`config.mk`:
```
export PLATFORM = sky130hd
export DESIGN_NAME = fpu_issue_ctrl
export DESIGN_NICKNAME = d
export VERILOG_FILES = /design/src/rtl/fpu_issue_ctrl.sv
export SDC_FILE = /design/constraint.sdc
export NUM_CORES = 1
export LEC_CHECK = 0
export BUFFER_PORTS_ARGS = -buffer_cell sky130_fd_sc_hd__buf_4
export CELL_PAD_IN_SITES_DETAIL_PLACEMENT = 1
export CELL_PAD_IN_SITES_GLOBAL_PLACEMENT = 1
export CORE_MARGIN = 1
export CORE_UTILIZATION = 43
export DETAILED_ROUTE_END_ITERATION = 16
export MAX_ROUTING_LAYER = met4
export PLACE_DENSITY = 0.82
export SLEW_MARGIN = 25
export SYNTH_ARGS = -nofsm -noshare
export SYNTH_HDL_FRONTEND = slang
export SYNTH_SLANG_ARGS = --single-unit
```
`constraint.sdc`:
```
create_clock -name clk -period 3.49 [get_ports clk]
set_input_delay 0.1745 -clock clk [delete_from_list [all_inputs] [get_ports clk]]
set_output_delay 0.1745 -clock clk [all_outputs]
set_load 0.05 [all_outputs]
```
`src/rtl/fpu_issue_ctrl.sv`:
```
// Issue sequencer and register write-port arbiter for the shared multi-cycle FPU.
// Tracks one in-flight op, exports its destination as a scoreboard bit, and arbitrates write-back.
module fpu_issue_ctrl #(
    parameter int unsigned LAT_CVT = 1,
    parameter int unsigned LAT_ADD = 2,
    parameter int unsigned LAT_MUL = 3,
    parameter int unsigned LAT_INV = 8,
    parameter int unsigned STARVE  = 4
) (
    input  logic        clk,
    input  logic        reset,
    input  logic        issue_valid,
    input  logic [7:0]  issue_op,
    input  logic [3:0]  issue_rd,
    output logic        issue_ready,
    output logic        issue_err,
    input  logic        flush,
    output logic        fpu_start,
    output logic [7:0]  fpu_op,
    input  logic [15:0] fpu_result,
    input  logic        alu_wb_valid,
    output logic        alu_stall,
    output logic        wb_valid,
    output logic [3:0]  wb_reg,
    output logic [15:0] wb_data,
    output logic [15:0] busy_mask
);

    localparam int unsigned SW = (STARVE < 1) ? 1 : $clog2(STARVE + 1);

    typedef enum logic [1:0] {StIdle, StExec, StWb} state_e;

    state_e         state_q, state_d;
    logic [3:0]     cnt_q;
    logic [SW-1:0]  starve_q;
    logic           is_fpu;
    logic [3:0]     lat;
    logic           accept;
    logic           starved;

    always_comb begin
        is_fpu = 1'b1;
        lat    = 4'd1;
        case (issue_op)
            8'h20, 8'h21, 8'h22, 8'h23,
            8'h26, 8'h27, 8'h28:         lat = 4'(LAT_CVT);
            8'h24, 8'h25:                lat = 4'(LAT_INV);
            8'h60, 8'h61:                lat = 4'(LAT_ADD);
            8'h62, 8'h63:                lat = 4'(LAT_MUL);
            default:                     is_fpu = 1'b0;
        endcase
    end

    assign starved     = starve_q >= SW'(STARVE);
    assign issue_ready = (state_q == StIdle) && !flush && is_fpu;
    assign accept      = issue_valid && issue_ready;
    // A flush on the granting edge suppresses the write, so the grant itself is withheld.
    assign wb_valid    = (state_q == StWb) && !flush && (!alu_wb_valid || starved);
    assign alu_stall   = alu_wb_valid && wb_valid;

    always_comb begin
        state_d = state_q;
        case (state_q)
            StIdle:  if (accept) state_d = StExec;
            StExec: begin
                if (flush)              state_d = StIdle;
                else if (cnt_q == 4'd0) state_d = StWb;
            end
            StWb:    if (flush || wb_valid) state_d = StIdle;
            default: state_d = StIdle;
        endcase
    end

    always_ff @(posedge clk or posedge reset) begin
        if (reset) state_q <= StIdle;
        else       state_q <= state_d;
    end

    always_ff @(posedge clk or posedge reset) begin
        if (reset) begin
            cnt_q     <= 4'd0;
            starve_q  <= '0;
            fpu_start <= 1'b0;
            fpu_op    <= 8'h00;
            wb_reg    <= 4'd0;
            wb_data   <= 16'h0000;
            busy_mask <= 16'h0000;
            issue_err <= 1'b0;
        end else begin
            fpu_start <= accept;
            issue_err <= (state_q == StIdle) && issue_valid && !is_fpu;
            case (state_q)
                StIdle: begin
                    if (accept) begin
                        fpu_op    <= issue_op;
                        wb_reg    <= issue_rd;
                        busy_mask <= 16'h0001 << issue_rd;
                        cnt_q     <= lat - 4'd1;
                        starve_q  <= '0;
                    end
                end
                StExec: begin
                    if (flush) begin
                        busy_mask <= 16'h0000;
                    end else if (cnt_q == 4'd0) begin
                        wb_data <= fpu_result;
                    end else begin
                        cnt_q <= cnt_q - 4'd1;
                    end
                end
                StWb: begin
                    if (flush || wb_valid) begin
                        busy_mask <= 16'h0000;
                        starve_q  <= '0;
                    end else if (!starved) begin
                        starve_q <= starve_q + SW'(1);
                    end
                end
                default: ;
            endcase
        end
    end

endmodule

```
==> results by group <==
Status
  – Status: finished clean

Clock tree
  – CTS sink cnt: 55
  – Clock Path Buffers: 2
  – Post CTS Setup Buffer Count: 0
  – Root buffer cell: clkbuf_8
  – CTS hold repair buffers: 0
  – PostCTS Resize Cnt: 0
  – CTS buffer count: 5
  – Worst-skew pair later-pin latency: 0.30 ns
  – Clock H-tree levels: 2
  – Worst-path clk slew: 0.10 ns
  – CTS tree: done

Floorplanning
  – Boundary Pins: 82
  – Starting density of the core: 45.64%
  – DIE WIDTH: 79.39 microns
  – Die area: 0.006302 sq mm
  – Die H: 79.39 microns
  – Core Area: 0.005642 sq mm
  – Row cnt: 27

Synthesis
  – EDFF count, synth: 0
  – Sequential fraction of the synthesis area: 53.45%
  – Most frequent cell after synthesis: dfrtp_1
  – Syn Nets: 234
  – Most instantiated cells after synthesis: dfrtp_1 (55), mux2_2 (33), nor2_1 (16)
  – YS warnings: 0
  – Cells after Synth: 196
  – Post-synth top area share: 53.45%
  – Top_reg_cell synth: dfrtp_1
  – Ys async rst share: 100.0%
  – #FFs+latches synth: 55
  – Synth area leaders: dfrtp_1 (53%), mux2_2 (14%), mux2_4 (5.8%)
  – Synth unique cells: 45
  – Mapped cell area: 0.002575 sq mm
  – Syn avg cell area: 13.14 sq um
  – Cell taking the most area after synthesis: dfrtp_1

GRT
  – First-pass GRT wire length: 9466 microns
  – Grt met2 use: 33.71%
  – Gr usage total: 20.38%
  – Most used routing layer: met2
  – Total grt overflow: 0
  – Met1 Use GR: 25.65%
  – Vias in the first global route: 1,915
  – Largest net degree at the start of global routing: 37
  – M3 GR Usage: 3.543%
  – Initial antenna violation count: 0

Worst setup path
  – Endpoint class of the critical path: register
  – CP Launch Type: register
  – Max incr delay on CP: 0.48 ns
  – Buf+Inv Stages, Crit Path: 1
  – Crit path cell chain: inv_1 > ha_1 > nand2b_2 > or4_1 > nor2_4 > mux2_2
  – Critical path fanouts, max: 17
  – Slowest stage cell on the critical path: or4_1
  – Critical Path AT: 2.55 ns
  – Path type of the worst setup path: register to register
  – Top Family by Delay on Critical Path: simple AND/OR/NAND/NOR gates
  – Critical Path RT: 3.68 ns

Route
  – Routed WL: 5861 microns
  – Wire per inst: 16.46 microns
  – Vias/cell: 5.183
  – Post-route ant nets: 0
  – # DRC: 0
  – DRT iter0 DRCs: 62
  – Via count: 1,845
  – DR pass1 iterations: 4

STA
  – Post-layout minimum cycle time: 2.358 ns
  – Slew HR: 48.65%
  – Final count of negative-setup-slack endpoints: 0
  – Final Hold Fails: 0
  – Count of pins over their slew limit: 0
  – F_max: 0.4241 GHz
  – Clock Skew: 0.007839 ns
  – Setup TNS: 0 ns
  – Slew @ Worst Pin: 0.7691 ns
  – Post-route setup slack: 1.132 ns
  – Worst hold slack: 0.004015 ns
  – Fin crit share: 67.57%
  – RSZ-0062 raised after global routing: no

Place
  – Dpl hpwl: 4365 microns
  – RePlAce Congestion: 0.7906
  – Place WS: 1.108 ns
  – Port Buffers: 81
  – Post-placement cell area: 0.003252 sq mm

Job
  – Max-cap viol count: 0

Finish
  – Nets: 321
  – Final instance area: 0.003381 sq mm
  – Fraction of layout instances using a drive strength above 1: 50.70%
  – Antenna diode count: 0
  – FILL cells: 601
  – Area growth, synth to finish: 31.29%
  – Biggest regs: busy_mask x16, wb_data x16, fpu_op x8

Power
  – Power, Total: 0.003212 W
  – Leakage: 1.680 nW
  – Pwr/cell area: 950.2 mW/mm^2
  – IR drop worst, VDD: 0.5932 mV

Worst hold path
  – HP Class: primary input to async pin
final cells by class:
type | count | area [sq um] | share of cell area (%)
Timing Repair Buffer | 84 | 634.4 | 18.76
Tap cell | 72 | 90.09 | 2.665
Clock buffer | 6 | 82.58 | 2.443
Multi-Input combinational cell | 127 | 1125 | 33.27
Clock inverter | 2 | 35.03 | 1.036
Inverter | 10 | 37.54 | 1.110
Sequential cell | 55 | 1376 | 40.71
metrics by stage:
stage / util [%] / instances
CTS: 59.72 / 355
detailed placement: 57.64 / 347
global placement: 57.64 / 347
global route: 59.92 / 356
floorplan: - / 196
finish: 59.92 / 356
routing by layer:
metal | vias to the layer above | wire [microns]
li1 | 872 | -
met1 | 922 | 2595
met2 | 45 | 2990
met3 | 6 | 206
met4 | 0 | 70
met5 | - | 0
cell families (layout without fill, tap and decap cells):
kind of cell	count (synthesis)	in the layout	synth area share (%)
flops	55	55	53.45
simple gates	54	54	12.68
mux	46	46	21.43
compound gates	21	21	6.803
buf+inv	14	102	2.867
fa+ha+maj	5	5	2.430
xor+xnor	1	1	0.3402
path summary, 6_finish.rpt:
check	from	endpoint	slack [ns]	cells past startpoint
worst min register to register	fpu_op[5]$_DFFE_PP0P_	fpu_op[5]$_DFFE_PP0P_	0.49	1
worst max-delay path	state_q[1]$_DFFE_PP0P_	wb_data[14]$_DFFE_PP0P_	1.13	6
max in group asynchronous	reset	fpu_op[3]$_DFFE_PP0P_	2.73	3
min in group clk	fpu_result[2]	wb_data[2]$_DFFE_PP0P_	0.09	2
worst min-delay path	reset	busy_mask[10]$_DFFE_PP0P_	0.004	2
worst max register to register	state_q[1]$_DFFE_PP0P_	wb_data[14]$_DFFE_PP0P_	1.13	6
cell usage in the layout (no fill, tap or decap), types with 2 or more instances in the layout:
cell,netlist,routed
buf_4,1,83
dfrtp_1,55,55
mux2_2,33,33
nor2_1,16,16
mux2_4,10,10
inv_1,10,9
nand2b_1,7,7
nand2_1,7,7
nor3_1,6,6
clkbuf_8,0,6
o21ai_0,5,5
ha_1,5,5
mux2i_1,3,3
and2_1,3,3
a21oi_1,2,2
and3_1,2,2
a21boi_0,2,2
power by group:
group | internal [W] | total, W | switching [W]
Combinational | 0.000663 | 0.00181 | 0.00115
Sequential | 0.000848 | 0.000969 | 0.000121
Clock | 0.000232 | 0.000433 | 0.000201
Power figures use the tool's default switching activity.
